$ cat src/rtl/sh_multi_intc.sv
// ---------------------------------------------------------------------------
// sh_multi_intc
// Multi-source interrupt controller that presents one prioritised interrupt
// (level, vector and source index) to a CPU with an SR.I-style mask.
//
// Optional feature macro: SH_MULTI_INTC_NMI_EN
//   When defined, input NMI_N is added. A registered falling edge on NMI_N
//   raises a non-maskable request that beats every source, presented as
//   level 15, vector 11, source 63, and cleared on acknowledge.
//
// Ports
//   CLK, RST_N        clock, synchronous active-low reset (overrides CE)
//   CE                clock enable for all state
//   NMI_N             (NMI build only) active-low non-maskable request
//   SRC_IRQ[NSRC]     per-source request, active high
//   INT_MASK[4]       CPU mask level; requests need level > mask
//   INT_ACK           one-cycle acknowledge from the CPU
//   INT_REQ/LVL/VEC/SRC  presented interrupt (registered)
//   REG_ADDR/WE/RE/DI/DO per-source config register port
//     layout: [15:12] level, [11] edge mode, [10] pending (RO),
//             [9] clear-pending (WO, reads 0), [VECW-1:0] vector
// ---------------------------------------------------------------------------
module sh_multi_intc #(
    parameter int NSRC = 16,
    parameter int VECW = 8
) (
    input  logic              CLK,
    input  logic              RST_N,
    input  logic              CE,
`ifdef SH_MULTI_INTC_NMI_EN
    input  logic              NMI_N,
`endif
    input  logic [NSRC-1:0]   SRC_IRQ,
    input  logic [3:0]        INT_MASK,
    input  logic              INT_ACK,
    output logic              INT_REQ,
    output logic [3:0]        INT_LVL,
    output logic [VECW-1:0]   INT_VEC,
    output logic [5:0]        INT_SRC,
    input  logic [5:0]        REG_ADDR,
    input  logic              REG_WE,
    input  logic              REG_RE,
    input  logic [15:0]       REG_DI,
    output logic [15:0]       REG_DO
);

    localparam int AW = (NSRC > 1) ? $clog2(NSRC) : 1;

    typedef enum logic {S_IDLE, S_ACKD} state_t;

    state_t            state_reg, state_next;
    logic [3:0]        lvl_reg [NSRC];
    logic [VECW-1:0]   vec_reg [NSRC];
    logic [NSRC-1:0]   edge_reg;
    logic [NSRC-1:0]   irq_s_reg, irq_p_reg, pend_reg, pend_next;

    logic              addr_ok, wr_en, rd_en;
    logic [AW-1:0]     addr_idx;
    logic [15:0]       rd_word;
    logic              ack_fire, load_out;
    logic              win_valid, win_nmi, req_ok;
    logic [3:0]        win_lvl;
    logic [5:0]        win_idx;
    logic [VECW-1:0]   win_vec;
    logic              nmi_sel;

    // Bits [10] and [8:VECW] of REG_DI have no write target.
    logic              unused_bits;
    assign unused_bits = ^REG_DI;

    assign addr_ok  = int'(REG_ADDR) < NSRC;
    assign addr_idx = REG_ADDR[AW-1:0];
    assign wr_en    = CE && REG_WE && addr_ok;
    assign rd_en    = CE && REG_RE;

    // ---------------- per-source pending logic ----------------
    for (genvar gi = 0; gi < NSRC; gi++) begin : g_src
        logic wr_hit, rise, clr, mode_chg;
        assign wr_hit   = wr_en && (addr_idx == AW'(gi));
        assign rise     = irq_s_reg[gi] & ~irq_p_reg[gi];
        // An acknowledge only clears the source that is actually presented.
        assign clr      = (ack_fire && !nmi_sel && (INT_SRC == 6'(gi)))
                        | (wr_hit && REG_DI[9]);
        assign mode_chg = wr_hit && (REG_DI[11] != edge_reg[gi]);
        // Edge mode: a new edge wins over a clear in the same cycle.
        assign pend_next[gi] = mode_chg      ? 1'b0 :
                               edge_reg[gi]  ? (rise | (pend_reg[gi] & ~clr)) :
                                               irq_s_reg[gi];
    end

    always_ff @(posedge CLK) begin
        if (!RST_N) begin
            irq_s_reg <= '0;
            irq_p_reg <= '0;
            pend_reg  <= '0;
            edge_reg  <= '0;
            for (int i = 0; i < NSRC; i++) begin
                lvl_reg[i] <= '0;
                vec_reg[i] <= '0;
            end
        end else if (CE) begin
            irq_s_reg <= SRC_IRQ;
            irq_p_reg <= irq_s_reg;
            pend_reg  <= pend_next;
            if (wr_en) begin
                lvl_reg[addr_idx]  <= REG_DI[15:12];
                edge_reg[addr_idx] <= REG_DI[11];
                vec_reg[addr_idx]  <= REG_DI[VECW-1:0];
            end
        end
    end

    // ---------------- register read-back ----------------
    always_comb begin
        rd_word = '0;
        if (addr_ok) begin
            rd_word[15:12]     = lvl_reg[addr_idx];
            rd_word[11]        = edge_reg[addr_idx];
            rd_word[10]        = pend_reg[addr_idx];
            rd_word[VECW-1:0]  = vec_reg[addr_idx];
        end
    end

    // Read sees state before any same-cycle write.
    always_ff @(posedge CLK) begin
        if (!RST_N)
            REG_DO <= '0;
        else if (rd_en)
            REG_DO <= rd_word;
    end

    // ---------------- optional NMI ----------------
`ifdef SH_MULTI_INTC_NMI_EN
    logic nmi_s_reg, nmi_p_reg, nmi_pend_reg, nmi_sel_reg;
    always_ff @(posedge CLK) begin
        if (!RST_N) begin
            nmi_s_reg    <= 1'b1;
            nmi_p_reg    <= 1'b1;
            nmi_pend_reg <= 1'b0;
        end else if (CE) begin
            nmi_s_reg    <= NMI_N;
            nmi_p_reg    <= nmi_s_reg;
            nmi_pend_reg <= (nmi_p_reg & ~nmi_s_reg)
                          | (nmi_pend_reg & ~(ack_fire && nmi_sel_reg));
        end
    end
    assign nmi_sel = nmi_sel_reg;
`else
    assign nmi_sel = 1'b0;
`endif

    // ---------------- arbitration ----------------
    // Strict '>' keeps the lowest index on ties and excludes level 0.
    always_comb begin
        win_valid = 1'b0;
        win_nmi   = 1'b0;
        win_lvl   = '0;
        win_idx   = '0;
        win_vec   = '0;
        for (int i = 0; i < NSRC; i++) begin
            if (pend_reg[i] && (lvl_reg[i] > win_lvl)) begin
                win_valid = 1'b1;
                win_lvl   = lvl_reg[i];
                win_idx   = 6'(i);
                win_vec   = vec_reg[i];
            end
        end
`ifdef SH_MULTI_INTC_NMI_EN
        if (nmi_pend_reg) begin
            win_valid = 1'b1;
            win_nmi   = 1'b1;
            win_lvl   = 4'd15;
            win_idx   = 6'd63;
            win_vec   = VECW'(11);
        end
`endif
        req_ok = win_valid && (win_nmi || (win_lvl > INT_MASK));
    end

    // ---------------- acknowledge FSM ----------------
    always_ff @(posedge CLK) begin
        if (!RST_N)
            state_reg <= S_IDLE;
        else if (CE)
            state_reg <= state_next;
    end

    always_comb begin
        state_next = state_reg;
        case (state_reg)
            S_IDLE:  if (INT_ACK && INT_REQ) state_next = S_ACKD;
            S_ACKD:  state_next = S_IDLE;
            default: state_next = S_IDLE;
        endcase
    end

    always_comb begin
        ack_fire = CE && (state_reg == S_IDLE) && INT_ACK && INT_REQ;
        load_out = (state_reg == S_IDLE) && !(INT_ACK && INT_REQ) && req_ok;
    end

    // Presented interrupt; LVL/VEC/SRC only change when a request is loaded.
    always_ff @(posedge CLK) begin
        if (!RST_N) begin
            INT_REQ <= 1'b0;
            INT_LVL <= '0;
            INT_VEC <= '0;
            INT_SRC <= '0;
        end else if (CE) begin
            INT_REQ <= load_out;
            if (load_out) begin
                INT_LVL <= win_lvl;
                INT_VEC <= win_vec;
                INT_SRC <= win_idx;
            end
        end
    end

`ifdef SH_MULTI_INTC_NMI_EN
    always_ff @(posedge CLK) begin
        if (!RST_N)
            nmi_sel_reg <= 1'b0;
        else if (CE && load_out)
            nmi_sel_reg <= win_nmi;
    end
`endif

endmodule
$ cat config.mk
export PLATFORM = sky130hd
export DESIGN_NAME = sh_multi_intc
export DESIGN_NICKNAME = d
export VERILOG_FILES = /design/src/rtl/sh_multi_intc.sv
export SDC_FILE = /design/constraint.sdc
export NUM_CORES = 1
export LEC_CHECK = 0
export CORE_ASPECT_RATIO = 0.7
export CORE_MARGIN = 2
export CORE_UTILIZATION = 44
export CTS_CLUSTER_DIAMETER = 100
export DETAILED_ROUTE_END_ITERATION = 8
export PLACE_DENSITY = 0.65
export SLEW_MARGIN = 15
export SYNTH_ARGS = -nofsm -noshare
export SYNTH_HDL_FRONTEND = slang
export SYNTH_SLANG_ARGS = --single-unit
$ cat constraint.sdc
create_clock -name CLK -period 25.1 [get_ports CLK]
set_clock_uncertainty 0.1 [all_clocks]
set_input_delay 2.51 -clock CLK [delete_from_list [all_inputs] [get_ports CLK]]
set_output_delay 2.51 -clock CLK [all_outputs]
set_load 0.005 [all_outputs]
==> flow_metrics.tcl <==
set metrics [dict create \
    vias 14500 \
    synth.area.top_cells "edfxtp_1 32%, dfxtp_1 11%, mux4_2 8.8%" \
    clk_path_buf_depth 3 \
    grt_overflow 0 \
    synth_seq_cells 288 \
    antenna_found_initial 0 \
    hold_viol 0 \
    postSynthAreaPerCell_sq_um 9.95 \
    end_kind "flop" \
    slowest_stage "or4b_2" \
    synth_top_family_by_area "simple AND/OR/NAND/NOR gates" \
    clock_latency_ns 0.60 \
    synth.mux.area_fraction_pct 14.4 \
    place_hpwl_mm 37.3 \
    tns_ns 0 \
    cp_max_fo 20 \
    max_freq_ghz 0.0417 \
    track_usage_pct 23.8 \
    ys_seq_area_share_pct 42.7 \
    worstMarginPinSlew_ns 1.17 \
    tritoncts "yes" \
    dp.cells 2327 \
    start_util_pct 45.0 \
    synthArstFlopShare_pct 0 \
    drtIter0Drc 1589 \
    ir_worst_vdd_mv 0.0566 \
    finalSetupViolCount 0 \
    io_buffers 76 \
    grt_max_degree 97 \
    io_pins 83 \
    placed_area_sq_mm 0.0192 \
    wire_per_inst_um 21.8 \
    synth-xor-area-share_pct 0.876 \
    critical_path_class "flop to flop" \
    cts_inserted_buffers 30 \
    synth_flop_cell "edfxtp_1" \
    wl_mm 52.2 \
    drive_gt1_share_pct 14.6 \
    gp_congestion 0.930 \
    coreArea_sq_mm 0.0400 \
    final_cells 2398 \
    cap_violations 0 \
    cellLeakagePower_nw 7.49 \
    post-route-min-period_ns 23.99 \
    nets 1926 \
    postRouteAntennaNets 0 \
    worstPathArrival_ns 24.30 \
    area_growth_pct 14.5 \
    yosysTopAreaCell "edfxtp_1" \
    yosys.area_share.simple_pct 19.8 \
    netlist_area_sq_mm 0.0180 \
    dieHeight_um 173 \
    required_ns 25.40 \
    min_path_type "flop to flop" \
    critPathLaunchType "flop" \
    clkTransAtPathRegs_ns 0.07 \
    ys_types 96 \
    outcome "complete, no violations" \
    dieArea_sq_mm 0.0426 \
    maxSlewHeadroom_pct 22.2 \
    synth_top_area_share_pct 32.0 \
    synth_edf_count 192 \
    grt_pass1_vias 13800 \
    cts-root-buf "clkbuf_16" \
    yosys_warnings 0 \
    drv_slew 0 \
    drc 0 \
    largest_reg_flops 128 \
    power_density_mw_per_mm2 63.3 \
    max_stage_delay_ns 0.59 \
    diodes 0 \
    rows 61 \
    synth_fa_ha_area_share_pct 2.98 \
    dr.pass1.iters 6 \
    synth_compound_area_share_pct 14.8 \
    viasPerCell 6.06 \
    h-tree-depth 1 \
    clock-sinks 288 \
    fp.dieW_um 246 \
    syn_inst 1808 \
    crit_top_cell "ha_1" \
    final_area_sq_mm 0.0206 \
    post-route-period-util_pct 95.6 \
    grt_first_pass_wirelength_mm 79.1 \
]
## cell families after synthesis
| family | after synthesis |
|---|---|
| simple gates | 714 |
| compound gates | 378 |
| flops | 288 |
| buf+inv | 198 |
| mux | 167 |
| fa+ha+maj | 44 |
| xor+xnor | 18 |
| other cells | 1 |
## stage by stage
stage	hold slack [ns]	util (%)	setup slack, ns	power (mW)
final	0.388	51.5	1.11	1.31
after global routing	0.416	51.5	-0.331	1.36
after CTS	0.386	50.7	0.0360	1.29
after detailed placement	0.376	48.0	-0.288	0.824
after global placement	0.360	48.0	0.270	0.816
after floorplan	0.351	-	0.865	0.742
## synth_stat cells (all sizes together), types with 4 or more instances
| cell | instances |
|---|---|
| a211o | 9 |
| ha | 38 |
| a31oi | 8 |
| nor3 | 17 |
| mux4 | 70 |
| a32o | 9 |
| a21boi | 6 |
| inv | 68 |
| mux2 | 16 |
| o21a | 9 |
| and3 | 8 |
| xnor2 | 10 |
| nand3 | 71 |
| nand4 | 5 |
| a32oi | 8 |
| edfxtp | 192 |
| o211ai | 32 |
| or2 | 6 |
| xor2 | 8 |
| a2111oi | 4 |
| o31ai | 5 |
| o311ai | 5 |
| nor2b | 16 |
| a211oi | 6 |
| o21ai | 86 |
| maj3 | 6 |
| mux2i | 81 |
| a21oi | 107 |
| dfxtp | 96 |
| nor4 | 6 |
| nor2 | 161 |
| nor3b | 4 |
| nand2b | 28 |
| and2 | 199 |
| a21o | 7 |
| a311oi | 25 |
| clkbuf | 99 |
| buf | 31 |
| nand2 | 183 |
| a22oi | 16 |
| or3 | 5 |
## cell type report
class                      count  area, sq um
fill                        3575        19400
tap                          535          669
clock buffer                  42          921
inverter                      68          260
clock inverter                13          120
sequential                   288         7690
multi-input combinational   1325         9790
timing repair buffer         127         1160
## cells in the final DEF (no fill, tap or decap), types with 6 or more instances in the layout
master           count
a31oi_1              6
o21ai_1             14
xor2_1               8
nor2_1             159
a21o_1               7
nand2_1            182
clkdlybuf4s50_1     73
ha_1                34
and2_1             197
a32oi_1              8
a21oi_1            101
nand2b_1            28
o211ai_1            29
a22oi_1             16
nor2b_1             16
clkinv_2             8
nor3_1               9
nand3_1             70
and3_1               8
a211o_1              9
clkbuf_16           34
dfxtp_1             95
edfxtp_1           192
a311oi_1            21
mux2_2              12
o21a_1               9
xnor2_1             10
buf_4               45
a32o_1               9
mux2i_1             80
mux4_2              70
nor3_2               7
o21ai_0             69
inv_1               66
## critical path: cells and delay by family (launching register included)
kind / cells / cell delay [ns]
muxes: 5 / 1.53
AOI/OAI and AO/OA: 42 / 7.72
and+or+nand+nor: 39 / 6.16
buffers and inverters: 21 / 2.56
DFF: 1 / 0.41
adders and majority gates: 20 / 5.26
## final timing paths
check	slack [ns]	cells after the start	endpoint	start
worst max-delay path	1.11	127	INT_LVL[0]$_SDFFE_PN0P_	lvl_reg[0][1]$_SDFFCE_PN0P_
worst min-delay path	0.39	2	state_reg$_SDFFE_PN0P_	state_reg$_SDFFE_PN0P_
worst max register to register	1.11	127	INT_LVL[0]$_SDFFE_PN0P_	lvl_reg[0][1]$_SDFFCE_PN0P_
worst min register to register	0.39	2	state_reg$_SDFFE_PN0P_	state_reg$_SDFFE_PN0P_
## metal layers
layer / GRT usage, % / vias up / wire length (um)
li1: - / 6653 / -
met1: 36.8 / 7100 / 24300
met2: 34.0 / 670 / 21800
met3: 3.56 / 98 / 4440
met4: 7.07 / 0 / 1630
met5: 0 / - / 0
## power breakdown
group | switching (mW) | internal [mW]
combinational | 0.163 | 0.121
clock | 0.200 | 0.267
sequential | 0.0243 | 0.530
total | 0.387 | 0.918
## repair_timing
action | 4_1_cts | 5_1_grt
hold buffers | 0 | 0
setup buffers | 2 | 13
hold endpoints to repair | 0 | 0
endpoints found under the setup margin | 14 | 17
resized for setup | 6 | 51
pin swaps | 1 | 16
gates cloned | 0 | 1
No activity file was read; power rests on OpenSTA's default activity.
